<file path="src/rtl/mem_bus_arbiter_pkg.sv">
// Shared types for the memory bus arbiter: bus command encoding, arbiter
// state encoding, completion-tag owner encoding and the tag width.
package mem_bus_arbiter_pkg;

  typedef enum logic [1:0] {
    BUS_NONE  = 2'd0,
    BUS_LOAD  = 2'd1,
    BUS_STORE = 2'd2
  } bus_command_e;

  typedef enum logic [1:0] {
    ARB_IDLE   = 2'd0,
    ARB_HOLD_D = 2'd1,
    ARB_HOLD_I = 2'd2
  } arb_state_e;

  typedef enum logic {
    OWN_DC = 1'b0,
    OWN_IC = 1'b1
  } owner_e;

  // Memory tags and responses are 4 bits wide on the bus.
  localparam int unsigned TAG_W = 4;

  // The requester that is not `o`.
  function automatic owner_e other_owner(input owner_e o);
    return (o == OWN_DC) ? OWN_IC : OWN_DC;
  endfunction

endpackage

</file>
<file path="src/rtl/mem_tag_owner_table.sv">
// Completion-tag owner table: one valid bit and one owner bit per memory tag.
// Records on an accepted load, clears on a completion; when both hit the same
// tag in one cycle the record wins. Lookup is combinational.
module mem_tag_owner_table
  import mem_bus_arbiter_pkg::*;
#(
  parameter int NUM_TAGS = 16
) (
  input  logic             clock,
  input  logic             reset,
  input  logic             rec_en,
  input  logic [TAG_W-1:0] rec_tag,
  input  owner_e           rec_owner,
  input  logic             clr_en,
  input  logic [TAG_W-1:0] clr_tag,
  input  logic [TAG_W-1:0] lookup_tag,
  output logic             lookup_valid,
  output owner_e           lookup_owner
);

  logic [NUM_TAGS-1:0] valid_q;
  owner_e              owner_q [NUM_TAGS];

  logic rec_in_range;
  logic clr_in_range;
  logic lookup_in_range;

  assign rec_in_range    = 32'(rec_tag)    < NUM_TAGS;
  assign clr_in_range    = 32'(clr_tag)    < NUM_TAGS;
  assign lookup_in_range = 32'(lookup_tag) < NUM_TAGS;

  // Valid bits: clear on completion, then set on record so the record wins.
  // NOTE: sequential state uses non-blocking assignments; with two NBAs to the
  // same bit in one block, the later one (the set) takes effect.
  always_ff @(posedge clock or negedge reset) begin
    if (!reset) begin
      valid_q <= '0;
    end else begin
      if (clr_en && clr_in_range) valid_q[clr_tag] <= 1'b0;
      if (rec_en && rec_in_range) valid_q[rec_tag] <= 1'b1;
    end
  end

  // Owner bits: written on record only.
  // NOTE: the owner array has no reset; it is only ever read qualified by its
  // valid bit, so resetting it would buy nothing.
  always_ff @(posedge clock) begin
    if (rec_en && rec_in_range) owner_q[rec_tag] <= rec_owner;
  end

  // Combinational lookup of the completing tag.
  always_comb begin
    lookup_valid = 1'b0;
    lookup_owner = OWN_DC;
    if (lookup_in_range) begin
      lookup_valid = valid_q[lookup_tag];
      lookup_owner = owner_q[lookup_tag];
    end
  end

endmodule

</file>
<file path="src/rtl/mem_bus_arbiter.sv">
// Two-requester (dcache/icache) memory bus arbiter with retry lock and
// completion-tag routing.
// Optional: define MEM_ARB_ROUND_ROBIN_EN to break IDLE ties round-robin
// instead of fixed dcache priority.
module mem_bus_arbiter
  import mem_bus_arbiter_pkg::*;
#(
  parameter int DATA_W   = 64,
  parameter int NUM_TAGS = 16
) (
  input  logic              clock,
  input  logic              reset,
  input  bus_command_e      dc_command,
  input  logic [63:0]       dc_addr,
  input  logic [DATA_W-1:0] dc_data,
  input  bus_command_e      ic_command,
  input  logic [63:0]       ic_addr,
  input  logic [3:0]        Dmem2proc_response,
  input  logic [3:0]        Dmem2proc_tag,
  input  logic [DATA_W-1:0] Dmem2proc_data,
  output bus_command_e      proc2mem_command,
  output logic [63:0]       proc2mem_addr,
  output logic [DATA_W-1:0] proc2mem_data,
  output logic [3:0]        dc_response,
  output logic [3:0]        dc_tag,
  output logic [3:0]        ic_response,
  output logic [3:0]        ic_tag,
  output logic [DATA_W-1:0] dc_rdata,
  output logic [DATA_W-1:0] ic_rdata,
  output logic              orphan_tag
);

  localparam logic [1:0] IDLE   = ARB_IDLE;
  localparam logic [1:0] HOLD_D = ARB_HOLD_D;
  localparam logic [1:0] HOLD_I = ARB_HOLD_I;

  logic [1:0]        state_q, state_d;
  logic              dc_req, ic_req;
  logic              grant_dc, grant_ic, granted;
  logic              resp_nz, accepted;
  owner_e            grant_owner;
  bus_command_e      issue_cmd;
  logic [63:0]       issue_addr;
  logic [DATA_W-1:0] issue_data;
  logic              tie_to_dc;
  logic              comp_nz, rec_en, clr_en, lookup_valid;
  owner_e            lookup_owner;

  assign dc_req      = dc_command != BUS_NONE;
  assign ic_req      = ic_command != BUS_NONE;
  assign granted     = grant_dc | grant_ic;
  assign resp_nz     = Dmem2proc_response != 4'd0;
  assign accepted    = granted & resp_nz;
  assign grant_owner = grant_ic ? OWN_IC : OWN_DC;

`ifdef MEM_ARB_ROUND_ROBIN_EN
  // prio_q names the requester favoured on the next tie, i.e. the one not
  // granted last; it starts on dcache.
  owner_e prio_q, prio_d;

  assign prio_d    = accepted ? other_owner(grant_owner) : prio_q;
  assign tie_to_dc = prio_q == OWN_DC;

  // Tie-break pointer, advanced on every accepted issue.
  always_ff @(posedge clock or negedge reset) begin
    if (!reset) prio_q <= OWN_DC;
    else        prio_q <= prio_d;
  end
`else
  assign tie_to_dc = 1'b1;
`endif

  // Grant: pick a winner in IDLE, stay locked to the held requester otherwise.
  // NOTE: every signal written here gets a default first so no path leaves it
  // unassigned, which would infer a latch.
  always_comb begin
    grant_dc = 1'b0;
    grant_ic = 1'b0;
    case (state_q)
      IDLE: begin
        if (dc_req && ic_req) begin
          grant_dc = tie_to_dc;
          grant_ic = !tie_to_dc;
        end else begin
          grant_dc = dc_req;
          grant_ic = ic_req;
        end
      end
      HOLD_D:  grant_dc = dc_req;
      HOLD_I:  grant_ic = ic_req;
      default: ;
    endcase
  end

  // Bus mux: the granted requester's command, or an all-zero idle bus.
  always_comb begin
    issue_cmd  = BUS_NONE;
    issue_addr = '0;
    issue_data = '0;
    if (grant_dc) begin
      issue_cmd  = dc_command;
      issue_addr = dc_addr;
      issue_data = dc_data;
    end else if (grant_ic) begin
      issue_cmd  = ic_command;
      issue_addr = ic_addr;
    end
  end

  // Next state: a rejected issue locks the bus to its requester; anything
  // else (acceptance, drop, no request) goes back to IDLE.
  always_comb begin
    state_d = IDLE;
    if (grant_dc && !resp_nz)      state_d = HOLD_D;
    else if (grant_ic && !resp_nz) state_d = HOLD_I;
  end

  // Arbiter state register.
  always_ff @(posedge clock or negedge reset) begin
    if (!reset) state_q <= IDLE;
    else        state_q <= state_d;
  end

  assign comp_nz = Dmem2proc_tag != 4'd0;
  assign rec_en  = accepted && (issue_cmd == BUS_LOAD);
  assign clr_en  = comp_nz && lookup_valid;

  mem_tag_owner_table #(
    .NUM_TAGS (NUM_TAGS)
  ) u_owner_table (
    .clock        (clock),
    .reset        (reset),
    .rec_en       (rec_en),
    .rec_tag      (Dmem2proc_response),
    .rec_owner    (grant_owner),
    .clr_en       (clr_en),
    .clr_tag      (Dmem2proc_tag),
    .lookup_tag   (Dmem2proc_tag),
    .lookup_valid (lookup_valid),
    .lookup_owner (lookup_owner)
  );

  // Output drive: everything is forced to zero while reset is held low,
  // independent of the clock.
  always_comb begin
    proc2mem_command = BUS_NONE;
    proc2mem_addr    = '0;
    proc2mem_data    = '0;
    dc_response      = '0;
    ic_response      = '0;
    dc_tag           = '0;
    ic_tag           = '0;
    dc_rdata         = '0;
    ic_rdata         = '0;
    orphan_tag       = 1'b0;
    if (reset) begin
      proc2mem_command = issue_cmd;
      proc2mem_addr    = issue_addr;
      proc2mem_data    = issue_data;
      if (grant_dc) dc_response = Dmem2proc_response;
      if (grant_ic) ic_response = Dmem2proc_response;
      if (comp_nz) begin
        if (!lookup_valid) begin
          orphan_tag = 1'b1;
        end else if (lookup_owner == OWN_DC) begin
          dc_tag   = Dmem2proc_tag;
          dc_rdata = Dmem2proc_data;
        end else begin
          ic_tag   = Dmem2proc_tag;
          ic_rdata = Dmem2proc_data;
        end
      end
    end
  end

endmodule

</file>
<file path="config.mk">
export PLATFORM = sky130hd
export DESIGN_NAME = mem_bus_arbiter
export DESIGN_NICKNAME = d
export VERILOG_FILES = /design/src/rtl/mem_bus_arbiter_pkg.sv /design/src/rtl/mem_tag_owner_table.sv /design/src/rtl/mem_bus_arbiter.sv
export SDC_FILE = /design/constraint.sdc
export NUM_CORES = 1
export LEC_CHECK = 0
export CAP_MARGIN = 15
export CORE_AREA = 4 4 211 213
export DETAILED_ROUTE_END_ITERATION = 6
export DIE_AREA = 0 0 215 217
export GPL_ROUTABILITY_DRIVEN = 0
export PLACE_DENSITY = 0.47
export SYNTH_ARGS = -nofsm -noshare
export SYNTH_HDL_FRONTEND = slang
export SYNTH_HIERARCHICAL = 1
export SYNTH_SLANG_ARGS = --single-unit
</file>
<file path="constraint.sdc">
create_clock -name clock -period 3.8 [get_ports clock]
set_clock_uncertainty 0.05 [all_clocks]
set_input_delay 0.38 -clock clock [delete_from_list [all_inputs] [get_ports clock]]
set_output_delay 0.38 -clock clock [all_outputs]
set_load 0.01 [all_outputs]
</file>
After elaboration in Yosys (flattened, before gate mapping)
Memory sizes are Yosys's and may differ from the RTL's.
Cells that the tools add are included.

storage, ports and cells
  bits of input ports = 270
  latch bits = 0
  word-level logic and storage cells = 76
  bits in writable memories = 16
  output and inout port bits = 275
  memories kept = 1
  memory bits (read-only) = 0
  flip-flop bits (word level) = 18

memories
  name                   words  bits a word  read ports  clocked after memory_dff  write ports  RTL line                   text
  u_owner_table.owner_q  16     1            1           0                         1            mem_tag_owner_table.sv:22  owner_e owner_q [NUM_TAGS];

cells by class
  divide/modulo/power cells = 0
  add/subtract/negate cells = 0
  multipliers = 0
  shifts and indexed selects = 0
  multiplexer cells = 48
  bitwise logic cells = 5
  $lt $le $gt $ge = 4
  eq/ne operators = 3
  reductions and logical operators = 13

operator list
  kind                                                                    count
  64-bit 2-to-1 mux                                                       13
  4-bit 2-to-1 mux                                                        12
  16-bit 2-to-1 mux                                                       2
  16-bit AND                                                              1
  16-bit inverter                                                         1
  16-bit bitwise OR                                                       1
  1-bit 2-to-1 mux                                                        11
  4-bit by 5-bit < comparator with 1-bit output (second input constant)   2
  2-bit 2-to-1 mux                                                        5
  1-bit demux with 4-bit select                                           2
  4-bit by 1-bit >= comparator with 1-bit output (second input constant)  2
  4-bit nonzero test                                                      2
  1-bit logical AND                                                       7
  1-bit binary-select mux with 4-bit select                               1
  2-bit by 1-bit equality test with 1-bit output (second input constant)  2
  1-bit case mux with 2 select lines                                      2
  2-bit nonzero test                                                      2
  2-bit equality test (second input constant)                             1
  2-bit zero test                                                         1
  1-bit AND                                                               1
  1-bit zero test                                                         1
  1-bit bitwise OR                                                        1

Longest topological paths before layout
Gate-level depths: netlist of run 1.

  depth after elaboration = 10
  mapped depth = 9

Cells and area by module
The synthesis of run 1 kept the hierarchy.

modules (own cells, without submodules)
  module               cells an instance  area each (um^2)  sequential area each (um^2)  instances
  mem_bus_arbiter      343                2,280.9           50.0                         1
  mem_tag_owner_table  120                1,505.2           880.8                        1

Worst setup path after synthesis of run 1
Ideal clock, no wire load.

  path type = input to output
  start point = input port Dmem2proc_tag[0]
  end point = output port dc_rdata[10]
  setup slack = 1,116 ps
  data required time = 3,370 ps
  stages on the path = 9
  arrival time = 2,254 ps
  path through = buf_6 > mux4_2 > a22oi_1 > nand3_1 > and3b_1 > nor2b_1 > clkbuf_1 > clkbuf_1 > and2_1

between the ends
  cells in the longest elaborated chain, start to end = 5
  elaborated cells on any way between the ends = 8
  classes of those cells = mux (6); reduce/logical (1); memory (1)

ends and longest elaborated chain
  item                RTL line                text
  start: declaration  mem_bus_arbiter.sv:19   input logic [3:0] Dmem2proc_tag,
  memory 16 x 1 bit   n/a
  net lookup_owner    mem_bus_arbiter.sv:47   owner_e lookup_owner;
  64-bit 2-to-1 mux   mem_bus_arbiter.sv:165  end else if (lookup_owner == OWN_DC) begin
  64-bit 2-to-1 mux   mem_bus_arbiter.sv:163  if (!lookup_valid) begin
  64-bit 2-to-1 mux   mem_bus_arbiter.sv:162  if (comp_nz) begin
  64-bit 2-to-1 mux   mem_bus_arbiter.sv:156  if (reset) begin
  end: declaration    mem_bus_arbiter.sv:28   output logic [DATA_W-1:0] dc_rdata,

The timed path passes the listed nets, and every way through them passes these cells. The select of a mux whose other input is x is not followed.

Final worst setup path of run 1
  start point = input port Dmem2proc_tag[1]
  end point = output port dc_rdata[58]

Same word-level chain as after synthesis.

==> results.sh, run 1 <==
export IMPL_crit_buf_inv=5
export IMPL_grt_overflow=0
export IMPL_track_usage=0.127
export IMPL_drive_above_1_share=0.0552
export IMPL_max_clock_freq_mhz=280
export IMPL_die_width_um=215
export IMPL_cp_top_family="buffers and inverters"
export IMPL_cap_violations=0
export IMPL_r2r_end="u_owner_table/owner_q[12]$_DFFE_PP_"
export IMPL_rows=76
export IMPL_totalWireLength_um=33100
export IMPL_outcome="completed"
export IMPL_hold_path_class="primary input to asynchronous set/reset pin"
export IMPL_rsz0062_at_grt="no"
export IMPL_viasPerCell=3.78
export IMPL_leakagePower_nw=3.98
export IMPL_relSlewSlack=0.588
export IMPL_pre_cts_slack_ns=-0.155
export IMPL_rrSetupSlack_ns=1.39
export IMPL_drt_pass1_iter_count=4
export IMPL_worst_path_largest_cell_delay_ns=0.54
export IMPL_grt_pass1_wl_um=43600
export IMPL_initial_core_util=0.0887
export IMPL_layout_common_cells="clkdlybuf4s50_1 (537), and2_1 (140), and3_1 (68)"
export IMPL_vdd_ir_drop_max_mv=0.160
export IMPL_yosysSeqAreaShare=0.246
export IMPL_synth_nets=733
export IMPL_end_kind="primary output"
export IMPL_avgSynthCellArea_um2=8.18
export IMPL_slowest_stage="clkdlybuf4s50_1"
export IMPL_slew_viol_final=0
export IMPL_syn_cell_area_um2=3790
export IMPL_dr_first_iter_drc_count=287
export IMPL_cp_max_fo=32
export IMPL_wl_per_cell_um=21.4
export IMPL_numPortBuffers=544
export IMPL_cts_tree="done"
export IMPL_place_area_um2=9960
export IMPL_path_clk_slew_ns=0.05
export IMPL_clkSinkCount=34
export IMPL_ant_nets=0
export IMPL_setup_worst_path_start="Dmem2proc_tag[1]"
export IMPL_required_ns=3.37
export IMPL_crit_cells=11
export IMPL_clockBufferDepth=2
export IMPL_r2r_start="state_q[0]$_DFF_PN0_"
export IMPL_crit_chain="clkdlybuf4s50_1 -> buf_12 -> mux4_2 -> a22oi_1 -> nand3_1 -> and3b_1 -> nor2b_4 -> buf_12 -> clkbuf_16 -> and2_1 -> clkdlybuf4s50_1"
export IMPL_synth_lib_cells_used_distinct=34
export IMPL_cp_endpoint="dc_rdata[58]"
export IMPL_setup_ws_ns=0.231
export IMPL_async_flop_share=0.529
export IMPL_die_h_um=217
export IMPL_path_class="primary input to primary output"
export IMPL_hpwl_um=27800
export IMPL_setup_violations=0
export IMPL_synth_edff_count=16
export IMPL_grt_pass1_vias=5947
export IMPL_ctsHoldBuffers=0
export IMPL_clk_latency_ns=0.28
export IMPL_final_area_um2=10200
export IMPL_grt_antenna_before_repair=9
export IMPL_cts_buffers=5
export IMPL_hold_viol=0
export IMPL_yosys_warnings=6
export IMPL_root_buffer="clkbuf_16"
export IMPL_dieArea_um2=46700
export IMPL_rr_worst_depth=4
export IMPL_power_density_nw_per_um2=209
export IMPL_start_kind="primary input"
export IMPL_drc=0
export IMPL_min_period_over_period=0.939
export IMPL_area_growth_pct=170
export IMPL_setup_tns_ns=0
export IMPL_worst_pin_slew_ns=0.617
export IMPL_core_area_um2=42700
export IMPL_via_count=5844
export IMPL_fin_nets=1266
export IMPL_arrival_ns=3.14
export IMPL_final_common_cell="clkdlybuf4s50_1"
export IMPL_htreeDepth=2
export IMPL_ys_ff_latch=34
export IMPL_fillers=4727
export IMPL_period_needed_ns=3.57
export IMPL_num_io_pins=545
export IMPL_grt_start_max_net_pins=73
export IMPL_final_core_util=0.239
export IMPL_synth_cells=463
export IMPL_hold_ws_ns=0.0755
export IMPL_ys_flop_type="dfrtp_1"
-- cell families after synthesis --
group	Yosys count	share of synthesized area
AND/OR/NAND/NOR	275	0.448
AO/OA/AOI/OAI	98	0.198
buffers and inverters	48	0.0562
flip-flops	34	0.246
multiplexers	8	0.0516
-- sequential cells by signal (all words and copies together) (netlist names) --
signal / cells
state_q: 2
u_owner_table/owner_q: 16
u_owner_table/valid_q: 16
-- through the flow --
step | power, mW | std cells
2_1_floorplan | 0.900 | 463
3_3_place_gp | 1.72 | 1530
3_5_place_dp | 1.72 | 1530
4_1_cts | 2.12 | 1539
5_1_grt | 2.23 | 1542
6_report | 2.13 | 1546
-- worst min path at each step --
stage | startpoint | endpoint | slack (ns) | depth (start not counted)
2_1_floorplan | reset | state_q[0]$_DFF_PN0_ | 0.03 | 0
3_3_place_gp | reset | u_owner_table/valid_q[8]$_DFF_PN0_ | 0.37 | 2
3_5_place_dp | reset | u_owner_table/valid_q[8]$_DFF_PN0_ | 0.38 | 2
4_1_cts | reset | u_owner_table/valid_q[8]$_DFF_PN0_ | 0.08 | 2
5_1_grt | reset | u_owner_table/valid_q[15]$_DFF_PN0_ | 0.10 | 2
6_report | reset | u_owner_table/valid_q[8]$_DFF_PN0_ | 0.08 | 2
-- synth_stat cells, types with 5 or more instances --
cell / n / share of area
a22o_1: 64 / 0.15
and2_1: 141 / 0.23
and3_1: 69 / 0.11
buf_2: 11 / 0.015
clkbuf_1: 32 / 0.032
dfrtp_1: 18 / 0.12
edfxtp_1: 16 / 0.13
nand2_1: 5 / 0.0050
nand2b_1: 11 / 0.018
nand3_1: 7 / 0.0093
nand3b_1: 6 / 0.012
nor2_1: 15 / 0.015
nor2b_1: 5 / 0.0083
nor3_1: 5 / 0.0066
o21ai_0: 26 / 0.034
-- timing repair --
action | CTS | global route
endpoints found under the setup margin | 61 | 65
buffers inserted | 0 | 1
gates resized for setup | 4 | 1
cloned | 2 | 2
-- per-layer routing --
layer	GRT usage	routed length, um	part of all wire	vias to the layer above
li1	-	-	-	2739
met1	0.125	11300	0.34	2659
met2	0.246	17200	0.52	384
met3	0.0471	3270	0.099	46
met4	0.0376	1220	0.037	16
met5	0	109	0.0033	-
-- power breakdown --
part / internal [mW] / switching (mW)
registers: 0.453 / 0.0308
logic: 0.746 / 0.514
clock network: 0.236 / 0.148
total: 1.44 / 0.693
-- area by class of cell --
class                           instances  area, um2  share of cell area
Antenna cell                            4       10.0            0.000981
Multi-Input combinational cell        383       2690               0.263
Inverter                                1       3.75            0.000368
Tap cell                              546        683              0.0669
Clock buffer                            5        125              0.0123
Clock inverter                          2       10.0            0.000981
Timing Repair Buffer                  571       5760               0.564
Sequential cell                        34        931              0.0912
(Power assumes the default switching activity.)
==> run 2, diff against run 1 <==
- GPL_TIMING_DRIVEN: unset -> 0
==> run 2 against run 1 <==
  * Count of clock-buffer cells in the layout rose by 2
  * First-iteration DRC count fell by 44%
  * Via count rose by 1.2%
  * Global-route usage rose by 0.28 points
  * Sequential share of layout area rose by 0.089 points
  * Wire length rose by 0.13%
  * Critical path type unchanged
  * Die area did not move
  * Combinational power barely moved
  * Total power fell by 1.2%
  * Sequential power barely moved
  * Cell area fell by 0.97%
  * Highest routed layer unchanged
==> results.sh, run 2 (synthesis results as in run 1) <==
export IMPL_numPortBuffers=544
export IMPL_ant_nets=0
export IMPL_p_sw_frac=0.319
export IMPL_track_usage=0.130
export IMPL_cap_violations=0
export IMPL_rrSetupSlack_ns=1.42
export IMPL_hold_path_class="primary input to asynchronous set/reset pin"
export IMPL_reg_top3="u_owner_table/owner_q: 16 flops, u_owner_table/valid_q: 16 flops, state_q: 2 flops"
export IMPL_clkPwrFrac=0.188
export IMPL_outcome="completed"
export IMPL_required_ns=3.37
export IMPL_fin_nets=1285
export IMPL_grt_pass1_wl_um=44600
export IMPL_core_area_um2=42700
export IMPL_crit_buf_inv=5
export IMPL_comb_power_share=0.583
export IMPL_setup_violations=0
export IMPL_final_common_cell="clkdlybuf4s50_1"
export IMPL_start_kind="primary input"
export IMPL_clk_latency_ns=0.27
export IMPL_viasPerCell=3.79
export IMPL_rsz0062_at_grt="no"
export IMPL_num_io_pins=545
export IMPL_cp_max_fo=12
export IMPL_drive_above_1_share=0.0502
export IMPL_wl_per_cell_um=21.2
export IMPL_setup_tns_ns=0
export IMPL_grt_start_max_net_pins=22
export IMPL_grt_overflow=0
export IMPL_path_class="primary input to primary output"
export IMPL_cts_buffers=5
export IMPL_drc=0
export IMPL_rows=76
export IMPL_via_count=5915
export IMPL_area_growth_pct=167
export IMPL_crit_chain="buf_4 -> buf_6 -> mux4_2 -> a22oi_1 -> nand3_1 -> and3b_2 -> nor2b_1 -> clkbuf_4 -> clkbuf_2 -> and2_1 -> clkdlybuf4s50_1"
export IMPL_die_h_um=217
export IMPL_p_seq_frac=0.230
export IMPL_power_density_nw_per_um2=208
export IMPL_grt_pass1_vias=6047
export IMPL_grt_antenna_before_repair=9
export IMPL_slowest_stage="mux4_2"
export IMPL_clockBufferDepth=2
export IMPL_hpwl_um=29800
export IMPL_clkSinkCount=34
export IMPL_dieArea_um2=46700
export IMPL_min_period_over_period=0.965
export IMPL_slew_viol_final=0
export IMPL_path_clk_slew_ns=0.05
export IMPL_end_kind="primary output"
export IMPL_intPower_mw=1.43
export IMPL_cts_tree="done"
export IMPL_total_power_mw=2.10
export IMPL_hold_viol=0
export IMPL_dr_first_iter_drc_count=160
export IMPL_diodes=0
export IMPL_max_clock_freq_mhz=273
export IMPL_htreeDepth=2
export IMPL_layout_common_cells="clkdlybuf4s50_1 (535), and2_1 (141), and3_1 (69)"
export IMPL_die_width_um=215
export IMPL_vdd_ir_drop_max_mv=0.131
export IMPL_initial_core_util=0.0887
export IMPL_relSlewSlack=0.525
export IMPL_leakagePower_nw=4.00
export IMPL_drt_pass1_iter_count=4
export IMPL_arrival_ns=3.24
export IMPL_cp_top_family="buffers and inverters"
export IMPL_totalWireLength_um=33200
export IMPL_root_buffer="clkbuf_16"
export IMPL_worst_pin_slew_ns=0.707
export IMPL_worst_path_largest_cell_delay_ns=0.54
export IMPL_period_needed_ns=3.67
export IMPL_p_switching_uw=671
[run 2: power by group through the flow]
stage / Sequential (mW) / Combinational (mW) / Clock, mW
5_1_grt: 0.491 / 1.30 / 0.421
6_report: 0.483 / 1.23 / 0.395
4_1_cts: 0.481 / 1.24 / 0.404
3_3_place_gp: 0.486 / 1.23 / 0
3_5_place_dp: 0.488 / 1.23 / 0
2_1_floorplan: 0.478 / 0.422 / 0
[run 2: metal layers]
metal / up-vias / share of wire / global-route usage
met5: - / 0.0031 / 0
met3: 39 / 0.098 / 0.0480
met2: 364 / 0.55 / 0.270
met4: 18 / 0.014 / 0.0215
li1: 2773 / - / -
met1: 2721 / 0.33 / 0.120
[run 2: what timing repair did]
item	in CTS	in global routing
buffers inserted	0	0
hold buffers	0	0
cloned	0	0
resized for setup	34	19
setup endpoints to repair	222	114
[run 2: area by class of cell]
cell class / count / area [um2]
fillers: 4740 / 32600
repair buffers: 545 / 5440
multi-input cells: 381 / 2650
flip-flops and latches: 34 / 931
well taps: 546 / 683
plain buffers: 47 / 250
clock buffers: 7 / 143
clock inverters: 1 / 5.00
inverters: 1 / 3.75
[run 2: through the flow]
stage	std cells	hold slack, ns	util	worst slack (ns)	area, um2
2_1_floorplan	463	0.0344	-	1.12	3790
3_3_place_gp	1553	0.424	0.232	-1.23	9910
3_5_place_dp	1554	0.427	0.232	-1.29	9920
4_1_cts	1562	0.141	0.236	0.00798	10100
5_1_grt	1562	0.161	0.237	0.00247	10100
6_report	1562	0.126	0.237	0.132	10100
[run 2: final timing paths]
kind                                      start                                  end  cells past startpoint
max                            Dmem2proc_tag[0]                         dc_rdata[12]                     11
min                                       reset   u_owner_table/valid_q[0]$_DFF_PN0_                      1
max reg2reg                state_q[0]$_DFF_PN0_   u_owner_table/owner_q[0]$_DFFE_PP_                      5
min reg2reg                state_q[1]$_DFF_PN0_                 state_q[0]$_DFF_PN0_                      1
max in group asynchronous                 reset  u_owner_table/valid_q[15]$_DFF_PN0_                      1
min in group clock             Dmem2proc_tag[0]  u_owner_table/valid_q[12]$_DFF_PN0_                      3
==> run 3, diff against run 2 <==
- CORE_AREA: 4 4 211 213 -> 2 2 209 211
- DIE_AREA: 0 0 215 217 -> 0 0 211 213
==> run 3 against run 2 <==
  * Total power grew 1.0%
  * Fmax rose by 1.8%
  * First-iteration DRC count is 34% higher
  * Wire length shrank 1.2%
  * Core utilization barely moved
  * Final cell count grew 0.32%
  * Sequential share of layout area barely moved
  * Global-route usage increased by 0.56 points
  * Cell area hardly changed
  * Die area fell by 3.7%
  * Combinational power barely moved
  * Critical endpoint is now dc_rdata[27]
  * Highest routed layer unchanged
==> results.sh, run 3 (synthesis results as in run 1) <==
export IMPL_grt_start_max_net_pins=22
export IMPL_via_count=5875
export IMPL_hold_path_class="primary input to asynchronous set/reset pin"
export IMPL_initial_core_util=0.0887
export IMPL_setup_violations=0
export IMPL_die_width_um=211
export IMPL_worst_pin_slew_ns=0.809
export IMPL_cp_common_cell="clkbuf_4"
export IMPL_die_h_um=213
export IMPL_grt_antenna_before_repair=8
export IMPL_arrival_ns=3.17
export IMPL_grt_pass1_vias=6054
export IMPL_viasPerCell=3.75
export IMPL_required_ns=3.37
export IMPL_ctsHoldBuffers=0
export IMPL_final_core_util=0.237
export IMPL_crit_buf_inv=5
export IMPL_clkSinkCount=34
export IMPL_cp_top_family="buffers and inverters"
export IMPL_num_io_pins=545
export IMPL_leakagePower_nw=4.04
export IMPL_period_needed_ns=3.60
export IMPL_max_clock_freq_mhz=278
export IMPL_clk_latency_ns=0.27
export IMPL_min_period_over_period=0.948
export IMPL_dp_cells=1554
export IMPL_start_kind="primary input"
export IMPL_numPortBuffers=544
export IMPL_drt_pass1_iter_count=4
export IMPL_cts_tree="done"
export IMPL_fillers=4754
export IMPL_power_density_nw_per_um2=210
export IMPL_grt_pass1_wl_um=43600
export IMPL_reg_top3="u_owner_table/owner_q: 16 flops, u_owner_table/valid_q: 16 flops, state_q: 2 flops"
export IMPL_relSlewSlack=0.455
export IMPL_rows=76
export IMPL_slowest_stage="clkdlybuf4s50_1"
export IMPL_clockBufferDepth=2
export IMPL_grt_overflow=0
export IMPL_cp_max_fo=12
export IMPL_htreeDepth=2
export IMPL_hold_viol=0
export IMPL_rsz0062_at_grt="no"
export IMPL_regArea_um2=931
export IMPL_outcome="completed"
export IMPL_wl_per_cell_um=20.9
export IMPL_dieArea_um2=44900
export IMPL_final_common_cell="clkdlybuf4s50_1"
export IMPL_dr_first_iter_drc_count=215
export IMPL_slew_viol_final=0
export IMPL_totalWireLength_um=32800
export IMPL_cts_buffers=5
export IMPL_end_kind="primary output"
export IMPL_core_area_um2=42700
export IMPL_final_cells=1567
export IMPL_ant_nets=0
export IMPL_drive_above_1_share=0.0502
export IMPL_area_growth_pct=167
export IMPL_worst_path_largest_cell_delay_ns=0.55
export IMPL_vdd_ir_drop_max_mv=0.215
export IMPL_drc=0
export IMPL_layout_common_cells="clkdlybuf4s50_1 (530), and2_1 (140), and3_1 (69)"
export IMPL_multiInputGateArea_um2=2650
export IMPL_root_buffer="clkbuf_16"
export IMPL_path_clk_slew_ns=0.05
export IMPL_hpwl_um=29500
export IMPL_path_class="primary input to primary output"
export IMPL_track_usage=0.135
export IMPL_crit_chain="buf_4 -> buf_6 -> mux4_2 -> a22oi_1 -> nand3_1 -> and3b_2 -> nor2b_1 -> clkbuf_4 -> clkbuf_4 -> and2_1 -> clkdlybuf4s50_1"
export IMPL_fin_nets=1285
export IMPL_cap_violations=0
[run 3: cell types whose count changed in the layout (fill, tap and decap cells not counted)]
| cell | before | now |
|---|---|---|
| diode_2 | 0 | 5 |
| and2_1 | 141 | 140 |
| clkdlybuf4s50_1 | 535 | 530 |
| a22oi_1 | 1 | 2 |
| clkinv_2 | 1 | 2 |
| dlymetal6s2s_1 | 2 | 3 |
| a22oi_2 | 1 | 0 |
| clkbuf_16 | 5 | 6 |
| clkbuf_8 | 2 | 0 |
| dlygate4sd2_1 | 4 | 8 |
| and2_2 | 0 | 1 |
[run 3: stage by stage]
step	TNS (ns)	cell area, um2	power [mW]	setup slack, ns	hold slack [ns]
floorplan	0	3790	0.900	1.12	0.0344
global placement	-165.34	9910	1.72	-1.20	0.416
detailed placement	-168.72	9920	1.72	-1.14	0.410
CTS	0	10100	2.16	0.00909	0.162
global route	0	10100	2.25	0.00164	0.169
finish	0	10100	2.12	0.197	0.136
[run 3: repair_timing]
action	CTS	global route
gates resized for setup	38	13
gates cloned	0	0
setup endpoints to repair	275	114
setup buffers	0	0
[run 3: worst paths after layout]
check | from | to | slack [ns] | cells past startpoint
max | Dmem2proc_tag[0] | dc_rdata[27] | 0.20 | 11
min | reset | u_owner_table/valid_q[0]$_DFF_PN0_ | 0.14 | 1
max reg2reg | state_q[0]$_DFF_PN0_ | u_owner_table/owner_q[0]$_DFFE_PP_ | 1.44 | 5
min reg2reg | state_q[1]$_DFF_PN0_ | state_q[0]$_DFF_PN0_ | 0.43 | 1
max in group asynchronous | reset | u_owner_table/valid_q[14]$_DFF_PN0_ | 3.19 | 1
min in group clock | state_q[1]$_DFF_PN0_ | state_q[0]$_DFF_PN0_ | 0.43 | 1
[run 3: where the power goes]
group          leakage (nW)  internal (mW)  switching, mW
clock network        0.0818          0.280          0.146
logic                  3.58          0.716          0.500
registers             0.383          0.453         0.0298
total                  4.04           1.45          0.676
[run 3: worst register-to-register path: cells and delay by family, from the launching register on]
family                 cells  cell delay, ns
flip-flops                 1            0.45
AND/OR/NAND/NOR            3            1.04
AO/OA/AOI/OAI              1            0.34
buffers and inverters      1            0.18
[run 3: area by class of cell]
class / count / area share
tap: 546 / 0.0675
timing repair buffer: 545 / 0.538
buffer: 47 / 0.0237
antenna: 5 / 0.00124
inverter: 1 / 0.000371
sequential: 34 / 0.0920
multi-input combinational: 381 / 0.261
clock inverter: 2 / 0.000989
clock buffer: 6 / 0.0148
[run 3: layer usage]
layer	part of all wire	vias to the layer above	GRT usage
met2	0.56	350	0.281
met5	0.00079	-	0
met3	0.082	32	0.0338
li1	-	2779	-
met1	0.34	2710	0.131
met4	0.024	4	0.0323
